[config.mk]
export PLATFORM = sky130hd
export DESIGN_NAME = mem_port_arbiter
export DESIGN_NICKNAME = d
export VERILOG_FILES = /design/src/rtl/mem_arb_pkg.sv /design/src/rtl/mem_rd_tracker.sv /design/src/rtl/mem_port_arbiter.sv
export SDC_FILE = /design/constraint.sdc
export NUM_CORES = 1
export LEC_CHECK = 0
export CAP_MARGIN = 20
export CORE_AREA = 2 2 108 110
export CTS_BUF_LIST = sky130_fd_sc_hd__clkbuf_8 sky130_fd_sc_hd__clkbuf_16
export DETAILED_ROUTE_END_ITERATION = 10
export DIE_AREA = 0 0 110 112
export MAX_ROUTING_LAYER = met4
export PLACE_DENSITY = 0.68
export SLEW_MARGIN = 20
export SYNTH_ARGS = -nofsm -noshare
export SYNTH_HDL_FRONTEND = slang
export SYNTH_SLANG_ARGS = --single-unit
[constraint.sdc]
create_clock -name clk -period 2.1 [get_ports clk]
set_input_delay 0.42 -clock clk [delete_from_list [all_inputs] [get_ports clk]]
set_output_delay 0.42 -clock clk [all_outputs]
set_load 0.05 [all_outputs]
[src/rtl/mem_arb_pkg.sv]
// rtl/mem_arb_pkg.sv - shared types and widths for the memory port arbiter
package mem_arb_pkg;

  // Wide enough for LATENCY up to 7 and MAX_STREAK up to 15.
  localparam int CNT_W    = 3;
  localparam int STREAK_W = 4;

  typedef enum logic {
    ST_IDLE = 1'b0,
    ST_WAIT = 1'b1
  } state_e;

  typedef enum logic {
    OWN_IF = 1'b0,
    OWN_D  = 1'b1
  } owner_e;

endpackage

[src/rtl/mem_rd_tracker.sv]
// rtl/mem_rd_tracker.sv - tracks the one in-flight read and routes its rvalid to the owner
module mem_rd_tracker
  import mem_arb_pkg::*;
#(
  parameter int LATENCY = 2
) (
  input  logic   clk,
  input  logic   reset,
  input  logic   rd_start_i,
  input  owner_e rd_owner_i,
  output logic   busy_o,
  output logic   last_o,
  output logic   if_rvalid_o,
  output logic   d_rvalid_o
);

  state_e           state_q;
  logic [CNT_W-1:0] cnt_q;
  owner_e           owner_q;

  always_ff @(posedge clk) begin
    if (reset) begin
      state_q <= ST_IDLE;
      cnt_q   <= '0;
      owner_q <= OWN_IF;
    end else if (rd_start_i) begin
      state_q <= ST_WAIT;
      cnt_q   <= CNT_W'(LATENCY);
      owner_q <= rd_owner_i;
    end else if (state_q == ST_WAIT) begin
      if (cnt_q == CNT_W'(1)) begin
        state_q <= ST_IDLE;
        cnt_q   <= '0;
      end else begin
        cnt_q <= cnt_q - CNT_W'(1);
      end
    end
  end

  // The cycle with cnt==1 is both the data-return cycle and the next issue slot.
  assign last_o      = (state_q == ST_WAIT) && (cnt_q == CNT_W'(1));
  assign busy_o      = (state_q == ST_WAIT);
  assign if_rvalid_o = last_o && (owner_q == OWN_IF);
  assign d_rvalid_o  = last_o && (owner_q == OWN_D);

endmodule

[src/rtl/mem_port_arbiter.sv]
// rtl/mem_port_arbiter.sv - shares one single-port memory between fetch and data access
module mem_port_arbiter
  import mem_arb_pkg::*;
#(
  parameter int ADDR_W     = 32,
  parameter int DATA_W     = 32,
  parameter int LATENCY    = 2,
  parameter int MAX_STREAK = 4
) (
  input  logic                clk,
  input  logic                reset,
  input  logic                if_req,
  input  logic [ADDR_W-1:0]   if_addr,
  output logic                if_gnt,
  output logic                if_rvalid,
  output logic [DATA_W-1:0]   if_rdata,
  input  logic                d_req,
  input  logic                d_we,
  input  logic [ADDR_W-1:0]   d_addr,
  input  logic [DATA_W-1:0]   d_wdata,
  input  logic [DATA_W/8-1:0] d_be,
  output logic                d_gnt,
  output logic                d_rvalid,
  output logic [DATA_W-1:0]   d_rdata,
  output logic                m_en,
  output logic                m_we,
  output logic [ADDR_W-1:0]   m_addr,
  output logic [DATA_W-1:0]   m_wdata,
  output logic [DATA_W/8-1:0] m_be,
  input  logic [DATA_W-1:0]   m_rdata,
  output logic                busy
);

  localparam int BE_W = DATA_W / 8;
  localparam logic [STREAK_W-1:0] STREAK_MAX = STREAK_W'(MAX_STREAK);

  logic [STREAK_W-1:0] streak_q, streak_d;
  logic                can_issue, if_sel, d_sel, rd_start, last;
  owner_e              rd_owner;

  mem_rd_tracker #(
    .LATENCY(LATENCY)
  ) u_trk (
    .clk        (clk),
    .reset      (reset),
    .rd_start_i (rd_start),
    .rd_owner_i (rd_owner),
    .busy_o     (busy),
    .last_o     (last),
    .if_rvalid_o(if_rvalid),
    .d_rvalid_o (d_rvalid)
  );

  assign can_issue = !busy || last;

  always_comb begin
    if_sel = 1'b0;
    d_sel  = 1'b0;
    if (can_issue) begin
      if (if_req && d_req) begin
        if (streak_q == STREAK_MAX) if_sel = 1'b1;
        else                        d_sel  = 1'b1;
      end else begin
        if_sel = if_req;
        d_sel  = d_req;
      end
    end
  end

  // Streak only grows while fetch is actually waiting behind data traffic.
  always_comb begin
    streak_d = streak_q;
    if (d_sel) begin
      if (!if_req)                   streak_d = '0;
      else if (streak_q != STREAK_MAX) streak_d = streak_q + STREAK_W'(1);
    end else if (if_sel) begin
      streak_d = '0;
    end
  end

  always_ff @(posedge clk) begin
    if (reset) streak_q <= '0;
    else       streak_q <= streak_d;
  end

  assign if_gnt   = if_sel;
  assign d_gnt    = d_sel;
  assign rd_start = if_sel || (d_sel && !d_we);
  assign rd_owner = if_sel ? OWN_IF : OWN_D;

  assign m_en    = if_sel || d_sel;
  assign m_we    = d_sel && d_we;
  assign m_addr  = d_sel ? d_addr : if_addr;
  assign m_wdata = d_sel ? d_wdata : '0;
  assign m_be    = d_sel ? d_be : {BE_W{1'b1}};

  assign if_rdata = if_rvalid ? m_rdata : '0;
  assign d_rdata  = d_rvalid ? m_rdata : '0;

endmodule

Word-level counts from Yosys, hierarchy flattened
Index checks and enable logic that the tools add are counted.

Add/subtract/negate cells: 2. Equality and inequality tests: 4. Mux-type cells: 22. Bitwise logic cells: 1. Reductions and logical operators: 15.

Operator list (count): 32-bit two-way mux (4); 4-bit two-way mux (5); 1-bit two-way mux (10); 1-bit logical AND (6); 4-bit by 1-bit adder with 4-bit output, second input constant (1); 4-bit by 3-bit == test with 1-bit output, second input constant (1); 2-bit two-way mux (2); 4-bit by 3-bit != test with 1-bit output, second input constant (1); 2-bit nonzero test (2); 3-bit by 1-bit == test with 1-bit output, second input constant (1); 1-bit logical OR (3); 3-bit two-way mux (1); 3-bit by 2-bit != test with 1-bit output, second input constant (1); 3-bit by 1-bit subtractor with 3-bit output, second input constant (1); 1-bit zero test (2); 2-bit AND reduction (1); 2-bit OR reduction (1); 1-bit inverter (1).

Register bits after elaboration: 9. Input port bits: 137. Output and inout port bits: 139. Logic and storage cells: 49.

Depth between registers and ports, before layout
Gate-level depths: netlist (run 1).

Depth after elaboration: 7. Depth in mapped cells: 7. Depth with buffers taken out: 7.

Hierarchy
Synthesis (run 1) repeated with hierarchy kept, for this count alone.

Cell total of the unflattened synthesis: 212. Area, all modules: 1701.6 sq um.

Modules (own cells, without submodules): mem_port_arbiter (times used 1, cells each 183, area an instance 1431.4 sq um, seq. area each 80.1 sq um); mem_rd_tracker (times used 1, cells each 29, area an instance 270.3 sq um, seq. area each 100.1 sq um).

Worst setup path after synthesis (run 1)
Ideal clock, no wire load.

Path type: reg-to-output. Start point: reg u_trk.state_q (netlist: u_trk.busy_o). End point: out d_rdata[16]. Arrival time: 2.386 ns. Slack: -0.706 ns. Stages on the path, launching flop included: 7. Cells stage by stage: dfxtp_1 > buf_2 > inv_2 > nor2_1 > and3_1 > clkbuf_1 > and2_1.

Cells in the longest elaborated chain, start to end: 3.

Ends and longest elaborated chain: start: declaration (line mem_rd_tracker.sv:17) `state_e state_q;`; start signal: assignment (line mem_rd_tracker.sv:23) `state_q <= ST_IDLE;`; start signal: assignment (line mem_rd_tracker.sv:27) `state_q <= ST_WAIT;`; start signal: assignment (line mem_rd_tracker.sv:32) `state_q <= ST_IDLE;`; 1-bit logical AND (line mem_rd_tracker.sv:41) `assign last_o = (state_q == ST_WAIT) && (cnt_q == CNT_W'(1));`; 1-bit logical AND (line mem_rd_tracker.sv:44) `assign d_rvalid_o = last_o && (owner_q == OWN_D);`; named net d_rvalid (line mem_port_arbiter.sv:23) `output logic d_rvalid,`; 32-bit two-way mux (line mem_port_arbiter.sv:98) `assign d_rdata = d_rvalid ? m_rdata : '0;`; end: declaration (line mem_port_arbiter.sv:24) `output logic [DATA_W-1:0] d_rdata,`.

The timed path passes the listed nets, and every way through them passes these cells.

Worst setup path in the final report (run 1)
Start point: reg streak_q[1]. End point: out m_addr[24].

Cells in the longest elaborated chain, start to end: 5.

Ends and longest elaborated chain: start: declaration (line mem_port_arbiter.sv:37) `logic [STREAK_W-1:0] streak_q, streak_d;`; start signal: assignment (line mem_port_arbiter.sv:83) `else streak_q <= streak_d;`; 4-bit by 3-bit == test with 1-bit output (line mem_port_arbiter.sv:61) `if (streak_q == STREAK_MAX) if_sel = 1'b1;`; 1-bit two-way mux (line mem_port_arbiter.sv:61); 1-bit two-way mux (line mem_port_arbiter.sv:60) `if (if_req && d_req) begin`; 1-bit two-way mux (line mem_port_arbiter.sv:59) `if (can_issue) begin`; 32-bit two-way mux (line mem_port_arbiter.sv:93) `assign m_addr = d_sel ? d_addr : if_addr;`; end: declaration (line mem_port_arbiter.sv:27) `output logic [ADDR_W-1:0] m_addr,`.

No other way between the ends.

==> results.json, run 1 <==
{
  "status": "complete, but fails checks",
  "violations": "negative setup slack",
  "post_dp_cell_area_um2": 5940,
  "crit_family": "buffers and inverters",
  "rrSetupSlack_ps": 190,
  "num_vias": 2746,
  "cts_max_path_buffers": 2,
  "worst_r2r_path_depth": 10,
  "finalSetupTns_ps": -26940,
  "io_buffers": 275,
  "avgViaCountPerCell": 4.05,
  "worstPathArrival_ps": 2010,
  "postSynthCellCount": 212,
  "drc": 0,
  "hold_end": "u_trk.cnt_q[1]",
  "finalInstanceArea_um2": 6970,
  "start_kind": "flip-flop",
  "critPathBufInv": 4,
  "die_y_um": 112,
  "min-delay-start": "u_trk.cnt_q[1]",
  "design.core.area_um2": 11200,
  "yosysSeqAreaShare_pct": 11.1,
  "cts_buffers": 3,
  "cts_tree": "built",
  "clock-sinks": 9,
  "comb_power_share_pct": 76.5,
  "dieArea_um2": 12300,
  "ant_nets": 0,
  "worst_slew_pin_slew_ps": 494,
  "cp_max_fo": 6,
  "p_leak_nw": 3.03,
  "fillers": 844,
  "clock_skew_ps": 1.35,
  "worstPathRequired_ps": 1680,
  "dieWidth_um": 110,
  "hold_class": "reg2reg",
  "syn_nets": 353,
  "period_share_pct": 116,
  "yosysWarnings": 0,
  "r2r_start": "u_trk.cnt_q[1]",
  "wl_per_cell_um": 18.3,
  "p_int_mw": 1.38,
  "fin_crit_ps": 2430,
  "pwr-share-clk_pct": 14.9,
  "pwr_density_cell_nw_per_um2": 328,
  "slew_viol_final": 0,
  "drt-pass1-iter-count": 4,
  "num_antenna_cells": 0,
  "syn_area_um2": 1620,
  "max_slew_margin_pct": 66.9,
  "pin_count": 276,
  "ir_drop_mv": 0.425,
  "dp.cells": 639,
  "avgSynthCellArea_um2": 7.64,
  "layout-drive-gt1-share_pct": 66.9,
  "ctsRootBufferMaster": "clkbuf_16",
  "layoutNonFillerInstCount": 678,
  "grt_pass1_vias": 2958,
  "crit_chain": "inv_2 > ha_4 > and4b_4 > a211oi_4 > buf_12 > clkbuf_16 > mux2_4 > buf_8",
  "r2r-end": "streak_q[2]",
  "finalHoldViolCount": 0,
  "syn_to_final_growth_pct": 331,
  "p_total_mw": 2.29,
  "grt_max_degree": 17,
  "ys_ff_latch": 9,
  "drv_cap": 0,
  "path_clk_slew_ps": 40,
  "yosysUniqueCellTypes": 31,
  "nNetsFinal": 677,
  "gr-total-overflow": 0,
  "drt_iter0_markers": 97,
  "cp-end-kind": "primary output",
  "rsz0062_at_grt": "yes",
  "p_sw_share_pct": 39.7,
  "place_ws_ps": -448,
  "p_seq_share_pct": 8.6,
  "setup_viol": 137,
  "hpwl_mm": 9.04,
  "antenna_found_initial": 0,
  "whs_path_depth": 2,
  "drt_wl_total_mm": 12.4,
  "ctsHtreeMaxLevel": 1,
  "place.gp.congestion": 0.828,
  "insertion_delay_ps": 240,
  "grtUsageTotal_pct": 19.2,
  "cpPeakStageDelay_ps": 330,
  "start_util_pct": 14.5,
  "path_class": "reg2out",
  "std_cell_rows": 39,
  "max_freq_mhz": 412,
  "fin_ws_ps": -328,
  "p_sw_uw": 909,
  "grt_pass1_wl_mm": 17.5,
  "crit_slowest_cell": "dfxtp_2"
}
## what timing repair did
action / in CTS / in global routing
pin swaps: 48 / 35
endpoints found under the setup margin: 127 / 136
gates resized for setup: 160 / 35
cloned: 9 / 3
setup buffers: 17 / 12
hold buffers: 0 / 0
## area by class of cell
class / count / area (um2) / area share [%]
clock inverter: 1 / 3.75 / 0.0538
timing repair buffer: 334 / 4680 / 67.2
clock buffer: 3 / 75.1 / 1.08
multi-input combinational: 179 / 1810 / 25.9
sequential: 9 / 189 / 2.71
tap: 143 / 179 / 2.57
inverter: 9 / 33.8 / 0.484
## how the worst max path moves through the flow
stage | from | end | slack [ps] | depth (start not counted)
6_report | streak_q[1] | m_addr[24] | -330 | 8
5_1_grt | streak_q[1] | m_addr[24] | -370 | 8
4_1_cts | streak_q[1] | m_addr[10] | -440 | 9
3_5_place_dp | if_req | m_addr[26] | -450 | 7
3_3_place_gp | if_req | m_addr[28] | -420 | 7
2_1_floorplan | u_trk.busy_o | if_rdata[22] | -60 | 5
## cells by family after synthesis
group / count (synthesis) / synth area share [%]
AOI/OAI and AO/OA: 16 / 7.65
adders and majority gates: 4 / 3.09
DFF: 9 / 11.1
buffers and inverters: 24 / 7.57
and+or+nand+nor: 127 / 48.3
muxes: 32 / 22.3
## stage by stage
stage | hold WS, ps | utilization [%]
CTS | 488 | 61.0
global placement | 469 | 53.1
detailed placement | 475 | 53.1
finish | 490 | 62.4
global route | 502 | 62.4
floorplan | 455 | -
## routing by layer
metal,global-route usage (%),routed length [um]
met5,-,0
met3,2.46,745
met4,4.98,297
met2,35.6,6950
met1,21.2,4440
## cells in the final DEF (no fill, tap or decap), types with 2 or more instances in the layout
cell,count
a31oi_1,2
buf_6,45
dfxtp_1,4
nor2_1,3
a211o_1,2
clkbuf_16,6
ha_4,2
nand3_1,2
nor4b_1,2
buf_8,18
a21oi_1,3
nand3b_1,3
buf_16,5
dfxtp_2,4
inv_2,6
nand2b_4,5
mux2_4,32
inv_1,4
ha_1,2
buf_12,110
buf_4,16
clkdlybuf4s50_1,135
nor3_1,2
and2_4,97
nand2_1,5
## worst reg2reg max path, stage by stage (launching register included)
cell       delay, ps
dfxtp_2          330
inv_2             50
ha_4             170
buf_6            110
buf_6            110
buf_6            110
buf_6            100
nor2b_4          130
o2111ai_2        300
nor4b_1          100
a211o_1          280
## synthesized netlist by cell type
cell type	count	area, um2
and3_1	1	6.26
buf_2	2	10.0
nor4b_1	2	17.5
and2_1	97	607
a211oi_4	1	20.0
nand3_1	2	10.0
nor3_1	3	15.0
inv_1	8	30.0
a211oi_1	1	7.51
buf_6	4	45.0
o21ai_0	1	5.00
dfxtp_1	9	180
a21oi_1	4	20.0
nor2b_1	2	12.5
and4b_4	1	13.8
ha_1	4	50.1
nand3b_1	3	22.5
a31o_2	1	8.76
nand2b_1	6	37.5
clkbuf_1	9	33.8
nand2_1	6	22.5
a211o_1	2	17.5
a2bb2oi_1	1	8.76
a31oi_1	2	12.5
o2111ai_1	1	8.76
o22ai_1	1	6.26
a221oi_1	1	8.76
nor4_1	1	6.26
inv_2	1	3.75
mux2_2	32	360
nor2_1	3	11.3
## flip-flops by register name, indices dropped and copies added, names as in the netlist
name           cells
streak_q           4
u_trk.busy_o       1
u_trk.cnt_q        3
u_trk.owner_q      1
## power by group through the flow
stage          clock, mW  sequential [mW]  combinational [mW]
3_5_place_dp           0            0.196                1.48
6_report           0.341            0.197                1.75
3_3_place_gp           0            0.195                1.46
5_1_grt            0.348            0.198                1.82
4_1_cts            0.347            0.196                1.68
2_1_floorplan          0            0.199               0.750
No activity file was read; power rests on OpenSTA's default activity.
==> run 2: changes to the inputs <==
--- a/config.mk
+++ b/config.mk
@@ -6,10 +6,10 @@
 export NUM_CORES = 1
 export LEC_CHECK = 0
 export CAP_MARGIN = 20
-export CORE_AREA = 2 2 108 110
+export CORE_AREA = 2 2 106 108
 export CTS_BUF_LIST = sky130_fd_sc_hd__clkbuf_8 sky130_fd_sc_hd__clkbuf_16
 export DETAILED_ROUTE_END_ITERATION = 10
-export DIE_AREA = 0 0 110 112
+export DIE_AREA = 0 0 108 110
 export MAX_ROUTING_LAYER = met4
 export PLACE_DENSITY = 0.68
 export SLEW_MARGIN = 20
==> constraint.sdc (replaced) <==
create_clock -name clk -period 2.77 [get_ports clk]
set_input_delay 0.554 -clock clk [delete_from_list [all_inputs] [get_ports clk]]
set_output_delay 0.554 -clock clk [all_outputs]
set_load 0.05 [all_outputs]
==> run 2 against run 1 <==
  * The run now ends clean
  * Die area fell by 3.6%
  * Core utilization is 8.1 points lower
  * Register-to-register slack gained 830 ps
  * Setup slack gained 400 ps
  * Clock power shrank 56%
  * Flip-flop and latch count did not move
  * Global-route usage fell by 1.4 points
  * First-iteration DRC count grew 31%
  * Total power decreased by 37%
  * Combinational power down 35%
  * Final area fell by 17%
  * Clock skew shrank 0.98 ps
  * Critical endpoint is now m_addr[29]
==> results.json, run 2 (synthesis results as in run 1) <==
{
  "status": "completed",
  "num_vias": 2576,
  "dieWidth_um": 108,
  "nNetsFinal": 635,
  "cts_hold_buffers": 0,
  "fillers": 925,
  "cts_tree": "built",
  "io_buffers": 275,
  "fin_util_pct": 54.3,
  "clock-sinks": 9,
  "p_sw_uw": 628,
  "cts_buffers": 3,
  "worstPathArrival_ps": 2150,
  "drv_cap": 0,
  "clock_skew_ps": 0.368,
  "std_cell_rows": 38,
  "path_class": "in2out",
  "crit_slowest_cell": "mux2_2",
  "antenna_found_initial": 0,
  "worst_hold_slack_ps": 475,
  "p_seq_share_pct": 10.3,
  "cts_max_path_buffers": 2,
  "design.core.area_um2": 10700,
  "dieArea_um2": 11900,
  "top_register": "streak_q",
  "ctsRootBufferMaster": "clkbuf_8",
  "wl_per_cell_um": 18.5,
  "p_leak_nw": 2.44,
  "comb_power_share_pct": 79.3,
  "gr-total-overflow": 0,
  "place.gp.congestion": 1.02,
  "final_common_cell": "clkdlybuf4s50_1",
  "drt_wl_total_mm": 11.7,
  "ir_drop_mv": 0.313,
  "start_kind": "primary input",
  "p_total_mw": 1.44,
  "slew_viol_final": 0,
  "p_sw_share_pct": 43.6,
  "drt_iter0_markers": 127,
  "crit_chain": "dlygate4sd2_1 > and4b_4 > a211oi_4 > buf_6 > buf_4 > buf_12 > mux2_2 > buf_4",
  "path_common_cell": "buf_4",
  "insertion_delay_ps": 240,
  "setup_viol": 0,
  "cp_max_fo": 7,
  "worst_slew_pin_slew_ps": 563,
  "drt-pass1-iter-count": 5,
  "period_share_pct": 97.6,
  "worst_r2r_path_depth": 6,
  "grt_max_degree": 34,
  "ctsHtreeMaxLevel": 1,
  "drc": 0,
  "cp-end-kind": "primary output",
  "p_int_uw": 812,
  "cpPeakStageDelay_ps": 330,
  "largest_reg_flops": 4,
  "layout-drive-gt1-share_pct": 41.6,
  "hold_class": "reg2reg",
  "pwr-share-clk_pct": 10.3,
  "ant_nets": 0,
  "fin_crit_ps": 2700,
  "max_slew_margin_pct": 62.2,
  "min-delay-start": "streak_q[0]",
  "num_antenna_cells": 0,
  "worstPathRequired_ps": 2220,
  "grtUsageTotal_pct": 17.8,
  "r2r_start": "streak_q[0]",
  "grt_pass1_vias": 2567,
  "hpwl_mm": 9.26,
  "critPathBufInv": 5,
  "finalHoldViolCount": 0,
  "start_util_pct": 15.1,
  "syn_to_final_growth_pct": 259,
  "pin_count": 276,
  "die_y_um": 110,
  "pwr_density_cell_nw_per_um2": 248,
  "cp.depth": 8,
  "top_regs": "streak_q (4), u_trk.cnt_q (3)",
  "whs_path_depth": 2,
  "final_cell_mix": "clkdlybuf4s50_1, buf_12, and2_1, buf_4, mux2_2",
  "crit_family": "buffers and inverters",
  "crit_path_start": "if_req",
  "grt_pass1_wl_mm": 15.7,
  "avgViaCountPerCell": 4.07,
  "path_clk_slew_ps": 40,
  "max_freq_mhz": 370
}
run 2: changes by cell type in the layout (fill, tap and decap cells not counted), moves of 4 or more:
| cell | previous run | this run |
|---|---|---|
| and2_1 | 0 | 95 |
| and2_4 | 97 | 2 |
| buf_6 | 45 | 15 |
| mux2_2 | 0 | 19 |
| mux2_4 | 32 | 13 |
| buf_12 | 110 | 96 |
| buf_4 | 16 | 27 |
| buf_8 | 18 | 13 |
| clkbuf_16 | 6 | 1 |
| nand2b_1 | 1 | 5 |
| nand2b_4 | 5 | 1 |
run 2: repair_timing:
item                       CTS  global route
setup endpoints to repair   50            43
setup buffers                4             1
resized for setup           25            44
gates cloned                 3             1
pin swaps                    1             1
run 2: worst reg2reg max path: stages (launching register included):
cell      delay (ps)
dfxtp_2          350
inv_2             60
ha_4             150
and4b_4          210
a211oi_1         500
nand2_1          110
a221oi_1         270
run 2: worst paths after layout:
kind	end	slack [ps]
worst max-delay path	m_addr[29]	70
worst min-delay path	streak_q[0]	470
worst max register to register	u_trk.cnt_q[0]	1020
worst min register to register	streak_q[0]	470
run 2: area by class of cell:
type	instances	area (um2)	share of cell area [%]
clock buffers	3	41.3	0.711
multi-input cells	179	1400	24.1
clock inverters	1	3.75	0.0647
well taps	140	175	3.02
repair buffers	292	3970	68.4
inverters	9	33.8	0.582
flip-flops and latches	9	183	3.15
run 2: power groups by stage:
stage               clock network (mW)  registers, mW  logic (mW)
floorplan                            0          0.150       0.505
global placement                     0          0.149        1.01
detailed placement                   0          0.150        1.02
CTS                              0.155          0.148        1.08
global route                     0.160          0.150        1.18
finish                           0.149          0.149        1.14
run 2: through the flow:
step                std cells  area (um2)  setup slack [ps]  TNS (ps)
floorplan                 212        1620              94.9         0
global placement          620        5380             -62.7     -2280
detailed placement        620        5380              -133     -4750
CTS                       631        5610              5.20         0
global route              633        5800             -2.03     -2.03
finish                    633        5800              67.0         0
run 2: per-layer routing:
layer | share of wire, % | vias to the layer above | track usage, %
li1 | - | 1264 | -
met1 | 39 | 1201 | 21.2
met2 | 54 | 97 | 32.2
met3 | 5.7 | 14 | 2.65
met4 | 1.2 | 0 | 3.48
met5 | 0 | - | -
